[config.mk]
export PLATFORM = sky130hd
export DESIGN_NAME = shared_divider_arbiter_flat
export DESIGN_NICKNAME = d
export VERILOG_FILES = /design/src/rtl/shared_divider_arbiter_if.sv /design/src/rtl/shared_divider_arbiter.sv /design/src/flat_wrapper.sv
export SDC_FILE = /design/constraint.sdc
export NUM_CORES = 1
export LEC_CHECK = 0
export CORE_MARGIN = 1
export CORE_UTILIZATION = 50
export DETAILED_ROUTE_END_ITERATION = 10
export PLACE_DENSITY = 0.86
export SETUP_SLACK_MARGIN = 0.15
export SLEW_MARGIN = 20
export SYNTH_ARGS = -nofsm -noshare
export SYNTH_HDL_FRONTEND = slang
export SYNTH_SLANG_ARGS = --single-unit
[constraint.sdc]
create_clock -name clock -period 8 [get_ports clock]
set_input_delay 2.4 -clock clock [delete_from_list [all_inputs] [get_ports clock]]
set_output_delay 2.4 -clock clock [all_outputs]
set_load 0.1 [all_outputs]
[src/rtl/shared_divider_arbiter_if.sv]
// Client-side bundle for shared_divider_arbiter: per-channel request/operand buses
// and the shared result/status signals returned to every channel.
interface shared_divider_arbiter_if #(
    parameter int WIDTH = 16,
    parameter int N_CH  = 2,
    parameter int ID_W  = (N_CH > 1) ? $clog2(N_CH) : 1
);
    logic [N_CH-1:0]       req;
    logic [N_CH*WIDTH-1:0] dividend_bus;
    logic [N_CH*WIDTH-1:0] divisor_bus;
    logic [N_CH-1:0]       ack;
    logic [WIDTH-1:0]      quotient;
    logic [WIDTH-1:0]      remainder;
    logic                  div_zero;
    logic                  busy;
    logic [ID_W-1:0]       grant_id;

    modport master (
        output req, dividend_bus, divisor_bus,
        input  ack, quotient, remainder, div_zero, busy, grant_id
    );

    modport slave (
        input  req, dividend_bus, divisor_bus,
        output ack, quotient, remainder, div_zero, busy, grant_id
    );
endinterface

[src/rtl/shared_divider_arbiter.sv]
// N-channel round-robin arbitrated restoring divider, one quotient bit per cycle.
// Define DIV_ROUND_EN to round the quotient to nearest (saturating) instead of truncating.
module shared_divider_arbiter #(
    parameter int WIDTH = 16,
    parameter int N_CH  = 2,
    parameter int ID_W  = (N_CH > 1) ? $clog2(N_CH) : 1
) (
    input  logic                    clock,
    input  logic                    reset,
    shared_divider_arbiter_if.slave bus
);
    localparam int CNT_W = (WIDTH > 1) ? $clog2(WIDTH) : 1;

    typedef enum logic [1:0] {IDLE, RUN, DONE} state_t;

    state_t           state_reg;
    logic [ID_W-1:0]  ptr_reg;
    logic [ID_W-1:0]  grant_id_reg;
    logic [CNT_W-1:0] cnt_reg;
    logic [WIDTH-1:0] dvd_reg;
    logic [WIDTH-1:0] divisor_reg;
    logic [WIDTH-1:0] part_reg;
    logic [WIDTH-1:0] quotient_reg;
    logic [WIDTH-1:0] remainder_reg;
    logic             div_zero_reg;
    logic             busy_reg;
    logic [N_CH-1:0]  ack_reg;

    logic [WIDTH-1:0] dividend_ch [N_CH];
    logic [WIDTH-1:0] divisor_ch  [N_CH];

    genvar gi;
    generate
        for (gi = 0; gi < N_CH; gi++) begin : g_split
            assign dividend_ch[gi] = bus.dividend_bus[gi*WIDTH +: WIDTH];
            assign divisor_ch[gi]  = bus.divisor_bus[gi*WIDTH +: WIDTH];
        end
    endgenerate

    // First requester at or after the pointer; scanning from the far end lets the
    // nearest one overwrite the selection.
    logic            any_req;
    logic [ID_W-1:0] grant_sel;
    int              rr_idx;

    always_comb begin
        any_req   = 1'b0;
        grant_sel = '0;
        rr_idx    = 0;
        for (int i = N_CH - 1; i >= 0; i--) begin
            rr_idx = int'(ptr_reg) + i;
            if (rr_idx >= N_CH)
                rr_idx = rr_idx - N_CH;
            if (bus.req[rr_idx]) begin
                any_req   = 1'b1;
                grant_sel = ID_W'(rr_idx);
            end
        end
    end

    // Restoring step: the trial value carries one extra bit so the compare never overflows.
    logic [WIDTH:0]   trial;
    logic [WIDTH+1:0] diff;
    logic             sub_ok;
    logic [WIDTH-1:0] part_next;
    logic [WIDTH-1:0] quo_next;
    logic [WIDTH-1:0] q_final;
    logic             round_up;

    always_comb begin
        trial     = {part_reg, dvd_reg[WIDTH-1]};
        diff      = {1'b0, trial} - {2'b00, divisor_reg};
        sub_ok    = ~diff[WIDTH+1];
        part_next = sub_ok ? diff[WIDTH-1:0] : trial[WIDTH-1:0];
        quo_next  = {dvd_reg[WIDTH-2:0], sub_ok};
        round_up  = ({part_next, 1'b0} >= {1'b0, divisor_reg});
`ifdef DIV_ROUND_EN
        q_final   = (round_up && !(&quo_next)) ? quo_next + 1'b1 : quo_next;
`else
        q_final   = quo_next;
`endif
    end

    always_ff @(posedge clock or posedge reset) begin
        if (reset) begin
            state_reg     <= IDLE;
            ptr_reg       <= '0;
            grant_id_reg  <= '0;
            cnt_reg       <= '0;
            dvd_reg       <= '0;
            divisor_reg   <= '0;
            part_reg      <= '0;
            quotient_reg  <= '0;
            remainder_reg <= '0;
            div_zero_reg  <= 1'b0;
            busy_reg      <= 1'b0;
            ack_reg       <= '0;
        end else begin
            ack_reg <= '0;
            case (state_reg)
                IDLE: begin
                    if (any_req) begin
                        grant_id_reg <= grant_sel;
                        ptr_reg      <= (grant_sel == ID_W'(N_CH - 1)) ? '0 : grant_sel + 1'b1;
                        busy_reg     <= 1'b1;
                        dvd_reg      <= dividend_ch[grant_sel];
                        divisor_reg  <= divisor_ch[grant_sel];
                        part_reg     <= '0;
                        cnt_reg      <= CNT_W'(WIDTH - 1);
                        if (divisor_ch[grant_sel] == '0) begin
                            quotient_reg  <= '1;
                            remainder_reg <= dividend_ch[grant_sel];
                            div_zero_reg  <= 1'b1;
                            ack_reg       <= N_CH'(1) << grant_sel;
                            state_reg     <= DONE;
                        end else begin
                            state_reg <= RUN;
                        end
                    end
                end
                RUN: begin
                    part_reg <= part_next;
                    dvd_reg  <= quo_next;
                    cnt_reg  <= cnt_reg - 1'b1;
                    if (cnt_reg == '0) begin
                        quotient_reg  <= q_final;
                        remainder_reg <= part_next;
                        div_zero_reg  <= 1'b0;
                        ack_reg       <= N_CH'(1) << grant_id_reg;
                        state_reg     <= DONE;
                    end
                end
                DONE: begin
                    busy_reg  <= 1'b0;
                    state_reg <= IDLE;
                end
                default: state_reg <= IDLE;
            endcase
        end
    end

    assign bus.ack       = ack_reg;
    assign bus.quotient  = quotient_reg;
    assign bus.remainder = remainder_reg;
    assign bus.div_zero  = div_zero_reg;
    assign bus.busy      = busy_reg;
    assign bus.grant_id  = grant_id_reg;
endmodule

[src/flat_wrapper.sv]
// flat-port wrapper written by rule: the top's interface ports become plain ports
module shared_divider_arbiter_flat 
#(
    parameter int WIDTH = 16,
    parameter int N_CH  = 2,
    parameter int ID_W  = (N_CH > 1) ? $clog2(N_CH) : 1
)
  (clock, reset, bus_req, bus_dividend_bus, bus_divisor_bus, bus_ack, bus_quotient, bus_remainder, bus_div_zero, bus_busy, bus_grant_id);
  shared_divider_arbiter_if #(.WIDTH(WIDTH), .N_CH(N_CH), .ID_W(ID_W)) bus_i ();
  input  logic clock;
  input  logic reset;
  input wire logic [$bits(bus_i.req)-1:0] bus_req;
  input wire logic [$bits(bus_i.dividend_bus)-1:0] bus_dividend_bus;
  input wire logic [$bits(bus_i.divisor_bus)-1:0] bus_divisor_bus;
  output wire logic [$bits(bus_i.ack)-1:0] bus_ack;
  output wire logic [$bits(bus_i.quotient)-1:0] bus_quotient;
  output wire logic [$bits(bus_i.remainder)-1:0] bus_remainder;
  output wire logic [$bits(bus_i.div_zero)-1:0] bus_div_zero;
  output wire logic [$bits(bus_i.busy)-1:0] bus_busy;
  output wire logic [$bits(bus_i.grant_id)-1:0] bus_grant_id;
  assign bus_i.req = bus_req;
  assign bus_i.dividend_bus = bus_dividend_bus;
  assign bus_i.divisor_bus = bus_divisor_bus;
  assign bus_ack = bus_i.ack;
  assign bus_quotient = bus_i.quotient;
  assign bus_remainder = bus_i.remainder;
  assign bus_div_zero = bus_i.div_zero;
  assign bus_busy = bus_i.busy;
  assign bus_grant_id = bus_i.grant_id;
  shared_divider_arbiter #(.WIDTH(WIDTH), .N_CH(N_CH), .ID_W(ID_W)) u_core (.clock(clock), .reset(reset), .bus(bus_i));
endmodule
## Word level (Yosys, flattened, before mapping)

Index checks and enable logic that the tools add are counted.
W data, S select, Z words.

| storage, ports and cells | value |
|---|---|
| register bits after elaboration | 92 |
| input port bits | 68 |
| output and inout bits | 37 |
| logic and storage cells | 90 |

| cells by class | value |
|---|---|
| add/subtract/negate cells | 6 |
| order comparisons | 5 |
| eq/ne operators | 5 |
| shifts and indexed selects | 2 |
| mux-type cells | 48 |
| bitwise gates (word level) | 2 |
| reductions and logical operators | 10 |

Operator list:

| cell | number |
|---|---|
| $mux W16 | 15 |
| $pmux W16 S2 | 4 |
| $lt A32 B3 Y1 const B | 2 |
| $mux W32 | 2 |
| $ge A32 B3 Y1 const B | 1 |
| $sub A32 B3 Y32 const B | 1 |
| $sub A17 B16 Y18 | 1 |
| $logic_not A16 Y1 | 1 |
| $mux W1 | 15 |
| $mux W2 | 6 |
| $pmux W2 S2 | 2 |
| $pmux W4 S2 | 1 |
| $reduce_and A2 Y1 | 4 |
| $ne A2 B1 Y1 const B | 3 |
| $logic_not A4 Y1 | 1 |
| $mux W4 | 1 |
| $pmux W1 S2 | 2 |
| $reduce_and A4 Y1 | 1 |
| $reduce_bool A2 Y1 | 2 |
| $shl A1 B1 Y2 const A | 2 |
| $sub A4 B1 Y4 const B | 1 |
| $sub A1 B2 Y3 const B | 1 |
| $add A1 B1 Y2 const B | 1 |
| $eq A2 B1 Y1 const B | 1 |
| 7 further kinds | 7 |

## Logic depth before layout (Yosys ltp)

Gate-level depths: netlist of run 1.

| logic depth | value |
|---|---|
| word-level depth | 16 |
| depth in mapped cells | 11 |
| gate-level depth less buffers | 10 |

## Worst setup path before layout of run 1

No wires, ideal clock.

| timing | value |
|---|---|
| kind | input-to-reg |
| start point | in bus_divisor_bus[3] |
| end point | reg u_core.remainder_reg[11] (netlist: u_core.bus.remainder[11]) |
| setup time | 0.132 ns |
| arrival time | 3.638 ns |
| required time | 7.868 ns |
| path slack | 4.229 ns |
| stages on the path | 8 |
| buffers on the path | 1 |
| cells stage by stage | nor4_1 nand4_1 mux2i_1 o211ai_1 inv_2 buf_2 mux2i_1 o21ai_1 |

| on the way | value |
|---|---|
| word-level cells in the longest chain between the ends | 6 |

RTL lines:

| item | RTL line | text |
|---|---|---|
| from (decl) | flat_wrapper.sv:14 | `input wire logic [$bits(bus_i.divisor_bus)-1:0] bus_divisor_bus;` |
| $mux W16 (implied by the code) (3 in series) | shared_divider_arbiter.sv:110 | `if (divisor_ch[grant_sel] == '0) begin` |
| $logic_not A16 Y1 | shared_divider_arbiter.sv:110 |  |
| $ne A2 B1 Y1 (no source line) | -- |  |
| $reduce_and A4 Y1 (no source line) | -- |  |
| to (signal assigned) | shared_divider_arbiter.sv:112 | `remainder_reg <= dividend_ch[grant_sel];` |
| to (signal assigned) | shared_divider_arbiter.sv:127 | `remainder_reg <= part_next;` |
| to (decl) | shared_divider_arbiter.sv:24 | `logic [WIDTH-1:0] remainder_reg;` |

No other way between the ends. The select of a mux whose other input is x is not followed.
A chain may end at the register's enable or synchronous reset.

## Worst setup path after layout of run 1

| timing | value |
|---|---|
| start point | in bus_req[1] |
| end point | reg u_core.remainder_reg[12] (netlist: u_core.bus.remainder[12]) |

| on the way | value |
|---|---|
| word-level cells in the longest chain between the ends | 12 |
| elaborated cells on any way between the ends | 24 |
| those cells by class | 2 x eq/ne; 19 x mux; 1 x bitwise; 2 x reduce/logical |

RTL lines:

| item | RTL line | text |
|---|---|---|
| from (decl) | flat_wrapper.sv:12 | `input wire logic [$bits(bus_i.req)-1:0] bus_req;` |
| $mux W1 (implied by the code) (3 in series) | shared_divider_arbiter.sv:54 | `if (bus.req[rr_idx]) begin` |
| $mux W1 (2 in series) | shared_divider_arbiter.sv:54 |  |
| $not A1 Y2 (implied by the code) | shared_divider_arbiter.sv:110, shared_divider_arbiter.sv:112 |  |
| $mux W16 (on tied branches) (3 in series) | shared_divider_arbiter.sv:110, shared_divider_arbiter.sv:112 |  |
| $logic_not A16 Y1 or $mux W16 (tied branches) | shared_divider_arbiter.sv:110 |  |
| $ne A2 B1 Y1 (no source line) or $mux W16 (tied branches) | -- |  |
| $reduce_and A4 Y1 (no source line) or $pmux W16 S2 (tied branches) | -- |  |

Several ways; a longest one is shown, not always the timed one. The select of a mux whose other input is x is not followed.

==> impl_results.md, run 1 <==
* Worst-path clk slew at 0.09 ns
* CP Capture Type: register
* Post-synth cell types at 58
* 1st-pass router iterations at 5
* Ys async rst share at 100%
* Largest net degree at the start of global routing at 56
* Fin Clk Skew at 0.0129 ns
* Vias in the first global route at 4,486
* Number of H-tree levels at 3
* Max Fclk at 186 MHz
* Hold Crit Class: reg -> reg
* Slew margin rel. at 32.1%
* Lkg Pwr at 2.78 nW
* Setup WS post-layout at 2.63 ns
* CP cell instances: clkdlybuf4s50_1, nor3_1, nor2_1, o211ai_1, inv_2, mux2i_1, o21ai_1
* Initial antenna violation count at 0
* Utilization after layout at 65.5%
* Post-synthesis cell count at 573
* Post-synth EDFFs at 0
* Initial drt markers at 220
* # resized after CTS at 0
* Slowest cell delay on critical path at 0.76 ns
* Initial Util at 51.8%
* Shortest period the worst path allows at 5.37 ns
* Die H at 103 µm
* Rows at 36
* Peak supply drop at 0.361 mV
* Sequential share of the synthesized area at 45.2%
* Layout Nets at 749
* First-pass GRT wire length at 21.2 mm
* Grt ovf at 0
* Dpl hpwl at 9.90 mm
* Part of the cycle the worst path needs at 67.2%
* Num CTS Buffers at 9
* RSZ-0062 raised after global routing: no
* # hold bufs at CTS at 0
* Hold Worst Slack at 0.488 ns
* Worst slew pin tran at 1.02 ns
* CP required at 8.21 ns
* Synthesized Nets at 659
* Post CTS Setup Buffer Count at 0
* Drt wl/cell at 16.5 µm
* P per Cell Area at 480 mW/mm²
* Final hold violation count at 0
* CORE AREA at 0.00982 mm²
* Gr usage total at 26.1%
* Max-Cap Viols at 0
* Synthesis-stage register bit count at 92
* Cell area after layout at 0.00643 mm²
* IO Pins at 105
* Syn Std Cell Area at 0.00509 mm²
* CTS root buffer: clkbuf_8
* Antenna Diode Count at 0
* Placement-stage cell area at 0.00620 mm²
* Critical path arrival at 5.59 ns
* Most common cell in the netlist: nand2_1
* Clock buffer depth at 2
* Worst-Skew Late Latency at 0.36 ns
* Cell taking the most area after synthesis: dfrtp_1
* Final WL at 13.2 mm
* Via count at 4,608
* Layout cell share with drive strength beyond 1 at 5.99%
* WS Path Type: in -> reg
* Outcome: complete, no violations
* Clock sink count at 92
* GPL Wtd Cong at 0.827
* Final setup fails at 0
* Top-area cell type share of the netlist area at 45.2%
* Top FF cell, synth: dfrtp_1
* Residual DRC at 0
* Yosys Warn Count at 0
* Post-synth top cells: nand2_1 (111), dfrtp_1 (92), nor2_1 (42), o21ai_0 (42), a21oi_1 (39)
* Critical path's slowest cell: inv_2
* Die Area at 0.0106 mm²
* Syn Area/Cell at 8.88 µm²
* Routed Antenna Nets at 0
* Die span in x at 103 µm
* Crit-path max FO at 40
* Synth top area cells: dfrtp_1 (45%), nand2_1 (8.2%), mux2i_1 (4.5%)
* Worst Setup Start Kind: input port
* Post-Place Setup Slack at 1.98 ns
* CTS tree: built
* Setup_tns at 0 ns
* DR vias/cell at 5.75
* # port buffers at 104
* Area grow syn2layout at 26.3%
* Final Max Slew Viols at 0
-- cells in the final DEF, fill, tap and decap left out, types with 9 or more instances in the layout --
cell and n:
nor2_1 42, dfrtp_1 92, nand2_1 111, ha_1 17
clkbuf_8 9, a31oi_1 16, nor4_1 9, inv_1 21
o22a_1 15, mux2i_1 23, xnor2_1 10, o21ai_0 42
clkdlybuf4s50_1 104, a21o_1 11, o21ai_1 11, a21oi_1 39
-- report_power, final --
part / switching (mW) / internal [mW] / total, mW
combinational: 1.29 / 0.669 / 1.96
sequential: 0.156 / 0.658 / 0.814
clock: 0.166 / 0.145 / 0.310
-- logic make-up (layout without fill, tap and decap cells) --
logic type	after synthesis	after routing	synth area share [%]
AND/OR/NAND/NOR	204	204	17.6
flip-flops	92	92	45.2
buffers and inverters	53	148	4.16
AO/OA/AOI/OAI	171	171	21.8
XOR/XNOR	12	12	2.07
adder cells (fa/ha/maj)	18	18	4.57
multiplexers	23	23	4.52
-- final cells by class --
| class | count | area (µm²) |
|---|---|---|
| Tap cell | 133 | 166 |
| Inverter | 24 | 91.3 |
| Clock buffer | 10 | 128 |
| Clock inverter | 6 | 63.8 |
| Sequential cell | 92 | 2300 |
| Timing Repair Buffer | 108 | 1090 |
| Fill cell | 819 | 3390 |
| Multi-Input combinational cell | 428 | 2580 |
-- routing by layer --
metal / wire, µm / vias to the layer above / global-route usage, % / part of all wire [%]
met5: 0 / - / 0 / 0
met4: 328 / 0 / 9.21 / 2.5
li1: - / 2205 / - / -
met1: 5660 / 2225 / 33.8 / 43
met2: 6600 / 149 / 44.1 / 50
met3: 645 / 29 / 4.88 / 4.9
-- worst max-delay path: cells and delay by family --
| family | cells | cell delay (ns) |
|---|---|---|
| AO/OA/AOI/OAI | 2 | 0.73 |
| buffers and inverters | 2 | 1.35 |
| multiplexers | 1 | 0.27 |
| AND/OR/NAND/NOR | 2 | 0.82 |
-- worst paths after layout --
kind / cells past startpoint / slack [ns] / endpoint / from
min in group asynchronous: 2 / 2.42 / u_core.bus.quotient[9]$_DFFE_PP0P_ / reset
max in group asynchronous: 3 / 4.46 / u_core.divisor_reg[11]$_DFFE_PP0P_ / reset
min: 2 / 0.49 / u_core.divisor_reg[8]$_DFFE_PP0P_ / u_core.divisor_reg[8]$_DFFE_PP0P_
max: 7 / 2.63 / u_core.bus.remainder[12]$_DFFE_PP0P_ / bus_req[1]
max reg2reg: 6 / 4.35 / u_core.bus.remainder[12]$_DFFE_PP0P_ / u_core.state_reg[0]$_DFFE_PP0P_
min reg2reg: 2 / 0.49 / u_core.divisor_reg[8]$_DFFE_PP0P_ / u_core.divisor_reg[8]$_DFFE_PP0P_
-- per-stage QoR --
stage | cells | total power [mW]
floorplan | 573 | 2.29
global placement | 784 | 2.69
detailed placement | 784 | 2.76
CTS | 800 | 3.07
global route | 801 | 3.31
finish | 801 | 3.09
No activity file was read; power rests on OpenSTA's default activity.
==> run 2, diff against run 1 <==
Clock period 8 ns to 5.57 ns, I/O delays scaled along.
==> impl_results.md, run 2 (same netlist as run 1, synthesis figures left out) <==
* Drt wl/cell at 16.5 µm (about the same)
* Initial Util at 51.8% (unchanged)
* Critical path's slowest cell: inv_2
* Die Area at 0.0106 mm² (unchanged)
* Rows at 36 (unchanged)
* WS Path Type: in -> reg
* Lkg Pwr at 2.79 nW (+0.44%)
* Post CTS Setup Buffer Count at 0 (unchanged)
* Placement-stage cell area at 0.00624 mm² (+0.61%)
* Most frequent cells in the layout: nand2_1 (111), clkdlybuf4s50_1 (104), dfrtp_1 (92), nor2_1 (42), o21ai_0 (42)
* Worst-Skew Late Latency at 0.37 ns (about the same)
* GPL Wtd Cong at 0.819 (-0.90%)
* Layout Nets at 752 (+0.40%)
* Crit-path max FO at 40 (unchanged)
* Vias in the first global route at 4,439 (-1.0%)
* 1st-pass router iterations at 5 (unchanged)
* Clock sink count at 92 (unchanged)
* Antenna Diode Count at 0 (unchanged)
* Most common cell after layout, fill and taps aside: nand2_1
* Gr usage total at 26.5% (+0.32 points)
* Final Max Slew Viols at 0 (unchanged)
* Clock buffer depth at 2 (unchanged)
* CTS root buffer: clkbuf_8
* Via count at 4,665 (+1.2%)
* Worst slew pin tran at 1.01 ns (-0.00446 ns)
* Layout cell share with drive strength beyond 1 at 6.41% (+0.42 points)
* CP required at 5.80 ns (-2.41 ns)
* Grt ovf at 0 (unchanged)
* Die span in x at 103 µm (unchanged)
* CP cell instances: clkdlybuf4s50_1, nor4_1, nand4_1, mux2i_1, o211ai_1, buf_4, inv_2, mux2i_1, o21ai_1
* Final setup fails at 0 (unchanged)
* P per Cell Area at 690 mW/mm² (+44%)
* Outcome: complete, no violations
* CP Capture Type: register
* Fin Clk Skew at 0.0147 ns (+0.00183 ns)
* First-pass GRT wire length at 21.5 mm (+1.1%)
* Max Fclk at 250 MHz
* Residual DRC at 0 (unchanged)
* DR vias/cell at 5.80 (+0.86%)
* Cell area after layout at 0.00643 mm² (about the same)
* Num CTS Buffers at 9 (unchanged)
* Initial drt markers at 327 (+49%)
* CORE AREA at 0.00982 mm² (unchanged)
* RSZ-0062 raised after global routing: no
* Fillers at 852 (+4.0%)
* # hold bufs at CTS at 0 (unchanged)
* Shortest period the worst path allows at 4.00 ns
* Largest net degree at the start of global routing at 53 (-5.4%)
* Worst-path clk slew at 0.10 ns (about the same)
* Number of H-tree levels at 3 (unchanged)
* IO Pins at 105 (unchanged)
* Seq. cell area at 0.00230 mm² (unchanged)
* # port buffers at 104 (unchanged)
* Most used cell, CP: mux2i_1
* Routed Antenna Nets at 0 (unchanged)
* CTS tree: built
* Utilization after layout at 65.5% (about the same)
* # resized after CTS at 0 (unchanged)
* Final hold violation count at 0 (unchanged)
* Critical path arrival at 4.23 ns (-1.36 ns)
* Dpl hpwl at 10.1 mm (+1.7%)
* Hold Crit Class: reg -> reg
* Area of the multi-input gates at 0.00259 mm² (+0.15%)
* Slew margin rel. at 32.4% (+0.30 points)
* Max-Cap Viols at 0 (unchanged)
* Initial antenna violation count at 0 (unchanged)
* Peak supply drop at 0.438 mV (+21%)
* Final WL at 13.3 mm (+0.39%)
* Worst Setup Start Kind: input port
* Slowest cell delay on critical path at 0.51 ns (-0.25 ns)
* Die H at 103 µm (unchanged)
* Area grow syn2layout at 26.4% (about the same)
* Setup_tns at 0 ns (unchanged)
* Part of the cycle the worst path needs at 71.9%
==> run 2: changes by cell type in the layout (fill, tap and decap cells not counted), sizes merged <==
| cell | previous run | this run |
|---|---|---|
| bufinv | 1 | 0 |
| clkinvlp | 2 | 0 |
| buf | 4 | 7 |
| clkbuf | 10 | 9 |
| inv | 24 | 26 |
| clkinv | 3 | 5 |
==> run 2: power breakdown <==
group	total, mW	internal [mW]	switching [mW]
Combinational	2.84	0.967	1.87
Clock	0.436	0.173	0.263
Sequential	1.17	0.945	0.225
Total	4.44	2.09	2.36
==> run 2: worst paths after layout <==
| check | depth (start not counted) | end | start | slack [ns] |
|---|---|---|---|---|
| worst max-delay path | 9 | u_core.bus.remainder[11]$_DFFE_PP0P_ | bus_divisor_bus[8] | 1.57 |
| worst min-delay path | 2 | u_core.divisor_reg[12]$_DFFE_PP0P_ | u_core.divisor_reg[12]$_DFFE_PP0P_ | 0.49 |
| worst max register to register | 8 | u_core.bus.remainder[10]$_DFFE_PP0P_ | u_core.part_reg[3]$_DFFE_PP0P_ | 2.48 |
| worst min register to register | 2 | u_core.divisor_reg[12]$_DFFE_PP0P_ | u_core.divisor_reg[12]$_DFFE_PP0P_ | 0.49 |
| max in group asynchronous | 3 | u_core.divisor_reg[12]$_DFFE_PP0P_ | reset | 2.74 |
| min in group asynchronous | 2 | u_core.bus.quotient[8]$_DFFE_PP0P_ | reset | 1.72 |
==> run 2: layout make-up <==
class | instances | area share [%]
Multi-Input combinational cell | 428 | 40.2
Clock buffer | 9 | 1.93
Clock inverter | 7 | 1.05
Tap cell | 133 | 2.59
Inverter | 24 | 1.42
Timing Repair Buffer | 111 | 17.0
Sequential cell | 92 | 35.8
==> run 2: metrics by stage <==
stage                     worst slack, ns  power [mW]  instances  hold WS [ns]
after global placement               1.26        3.86        788         0.465
after CTS                            1.56        4.41        804         0.492
final                                1.57        4.44        804         0.487
after floorplan                      1.51        3.29        573         0.450
after global routing                 1.33        4.75        804         0.519
after detailed placement             1.18        3.97        788         0.471
==> run 2: per-layer routing <==
metal  vias to the layer above  part of all wire (%)  wire length (µm)  GRT usage [%]
met2                       189                    51              6750           45.1
met5                         -                     0                 0              0
met1                      2246                    41              5490           34.8
met3                        23                   5.9               784           3.86
met4                         0                   1.9               252           8.56
li1                       2207                     -                 -              -
==> run 2: critical path, delay by kind of cell <==
kind | cells | cell delay [ns]
and+or+nand+nor | 2 | 0.67
muxes | 2 | 0.51
AOI/OAI and AO/OA | 2 | 0.21
buffers and inverters | 3 | 1.16
==> run 3, diff against run 2 <==
Clock period 5.57 ns to 4.15 ns, I/O delays scaled along.
==> impl_results.md, run 3 (same netlist as run 1, synthesis figures left out) <==
* Rows at 36 (unchanged)
* Setup WS post-layout at 0.829 ns (-0.736 ns)
* Crit-path max FO at 27 (-33%)
* CTS tree: built
* Cell count along the critical path at 8 (-1)
* Antenna Diode Count at 0 (unchanged)
* Post CTS Setup Buffer Count at 0 (unchanged)
* Utilization after layout at 66.0% (+0.45 points)
* Worst slew pin tran at 1.01 ns (-0.00358 ns)
* Die Area at 0.0106 mm² (unchanged)
* Initial Util at 51.8% (unchanged)
* Reg2Reg Depth at 8 (unchanged)
* Part of the cycle the worst path needs at 80.0%
* Worst-path clk slew at 0.11 ns (about the same)
* Slowest cell delay on critical path at 0.46 ns (-0.05 ns)
* Placement-stage cell area at 0.00627 mm² (+0.52%)
* Reg-to-reg setup timing slack at 1.29 ns (-1.19 ns)
* Final Max Slew Viols at 0 (unchanged)
* Post-Place Setup Slack at 0.397 ns (-0.780 ns)
* Hold Worst Slack at 0.491 ns (+0.00384 ns)
* Final setup fails at 0 (unchanged)
* Hold Crit Class: reg -> reg
* Final hold violation count at 0 (unchanged)
* Final WL at 13.4 mm (+0.83%)
* CP top delay family: buffers and inverters
* Power Internal at 2.82 mW (+35%)
* Fin Clk Skew at 0.0177 ns (+0.00302 ns)
* Slew margin rel. at 32.6% (+0.24 points)
* P per Cell Area at 926 mW/mm² (+34%)
* Critical path arrival at 3.57 ns (-0.66 ns)
* R2r startpoint: u_core.part_reg[11]$_DFFE_PP0P_
* Placed cell count at 790 (+0.25%)
* Sw frac at 52.9% (-0.095 points)
* Grt ovf at 0 (unchanged)
* Shortest period the worst path allows at 3.32 ns
* Worst-Skew Late Latency at 0.38 ns (about the same)
* Portion of total power attributed to the clock network at 10.1% (+0.3 points)
* Clock buffer depth at 2 (unchanged)
* Die span in x at 103 µm (unchanged)
* CP cell instances: clkdlybuf4s50_1, nor4_1, nand4_1, mux2i_1, o211ai_1, inv_2, mux2i_1, o21ai_1
* GPL Wtd Cong at 0.834 (+1.7%)
* Most frequent cells in the layout: nand2_1 (111), clkdlybuf4s50_1 (104), dfrtp_1 (92), nor2_1 (42), o21ai_0 (42)
* Total power at 6.00 mW (+35%)
* Non-Filler Instances at 806 (+0.25%)
* Largest net degree at the start of global routing at 50 (-5.7%)
* CORE AREA at 0.00982 mm² (unchanged)
* Number of H-tree levels at 3 (unchanged)
* Die H at 103 µm (unchanged)
* CP startpoint: bus_divisor_bus[8]
* Setup_tns at 0 ns (unchanged)
* First-pass GRT wire length at 21.1 mm (-1.8%)
* CTS root buffer: clkbuf_8
* Worst Setup Start Kind: input port
* Routed Antenna Nets at 0 (unchanged)
* Dpl hpwl at 10.2 mm (+0.94%)
* Initial antenna violation count at 0 (unchanged)
* Critical path's slowest cell: nor4_1
* Lkg Pwr at 2.81 nW (+0.69%)
* Max-Cap Viols at 0 (unchanged)
* Clock sink count at 92 (unchanged)
* Layout cell share with drive strength beyond 1 at 6.69% (+0.28 points)
* Vias in the first global route at 4,394 (-1.0%)
* # port buffers at 104 (unchanged)
* Reg2reg end: u_core.part_reg[0]$_DFFE_PP0P_
* Crit path buf inv count at 2 (-1)
* # hold bufs at CTS at 0 (unchanged)
* Cell area after layout at 0.00648 mm² (+0.68%)
* CP Capture Type: register
* Outcome: complete, no violations
* Psw at 3.18 mW (+35%)
* Layout Nets at 754 (+0.27%)
* Residual DRC at 0 (unchanged)
* RSZ-0062 raised after global routing: no
* Combinational share of power at 63.8% (about the same)
* Initial drt markers at 219 (-33%)
* Reg power frac at 26.2% (about the same)
* 1st-pass router iterations at 5 (unchanged)
* Most common cell after layout, fill and taps aside: nand2_1
* WS Path Type: in -> reg
* Most used cell, CP: mux2i_1
* Gr usage total at 26.2% (-0.23 points)
* Area grow syn2layout at 27.3%
* Max Fclk at 301 MHz
* Worst setup path endpoint: u_core.bus.remainder[11]$_DFFE_PP0P_
* Peak supply drop at 0.643 mV (+47%)
* Via count at 4,614 (-1.1%)
* IO Pins at 105 (unchanged)
* Num CTS Buffers at 9 (unchanged)
* CP required at 4.39 ns (-1.41 ns)
* Drt wl/cell at 16.6 µm (+0.58%)
* # resized after CTS at 0 (unchanged)
* DR vias/cell at 5.72 (-1.3%)
run 3: cell count changes in the layout (fill, tap and decap cells not counted), sizes merged:
cell / before / now
buf: 7 / 9
run 3: worst min path at each step:
stage                                                  start                            endpoint  slack [ns]  cells after the start
final                      u_core.divisor_reg[9]$_DFFE_PP0P_   u_core.divisor_reg[9]$_DFFE_PP0P_        0.49                      2
after global routing       u_core.divisor_reg[8]$_DFFE_PP0P_   u_core.divisor_reg[8]$_DFFE_PP0P_        0.50                      2
after CTS                  u_core.divisor_reg[9]$_DFFE_PP0P_   u_core.divisor_reg[9]$_DFFE_PP0P_        0.49                      2
after detailed placement   u_core.divisor_reg[9]$_DFFE_PP0P_   u_core.divisor_reg[9]$_DFFE_PP0P_        0.47                      2
after global placement    u_core.divisor_reg[13]$_DFFE_PP0P_  u_core.divisor_reg[13]$_DFFE_PP0P_        0.46                      2
after floorplan           u_core.divisor_reg[10]$_DFFE_PP0P_  u_core.divisor_reg[10]$_DFFE_PP0P_        0.45                      2
run 3: power groups by stage:
stage               Sequential (mW)  Clock [mW]  Combinational (mW)
finish                         1.57       0.605                3.82
global route                   1.61       0.644                4.16
CTS                            1.56       0.606                3.81
detailed placement             1.58           0                3.79
global placement               1.55           0                3.68
floorplan                      2.16           0                2.26
run 3: worst register-to-register path, stage by stage (launching register included):
cell and delay (ns):
dfrtp_1 0.44, ha_1 0.42, a21o_1 0.22, a21o_1 0.22
a41oi_2 0.23, o21a_1 0.42, nand2_2 0.27, o211ai_1 0.34
o21ai_0 0.16
run 3: area by class of cell:
| class | count | area [µm²] |
|---|---|---|
| fill | 816 | 3340 |
| multi-input combinational | 428 | 2580 |
| sequential | 92 | 2300 |
| timing repair buffer | 113 | 1130 |
| tap | 133 | 166 |
| clock buffer | 9 | 124 |
| inverter | 24 | 91.3 |
| clock inverter | 7 | 78.8 |
run 3: per-layer routing:
layer | wire [µm] | vias to the layer above | global-route usage [%]
li1 | - | 2220 | -
met1 | 5790 | 2222 | 33.7
met2 | 6760 | 144 | 45.5
met3 | 557 | 28 | 3.73
met4 | 286 | 0 | 9.10
met5 | 0 | - | 0
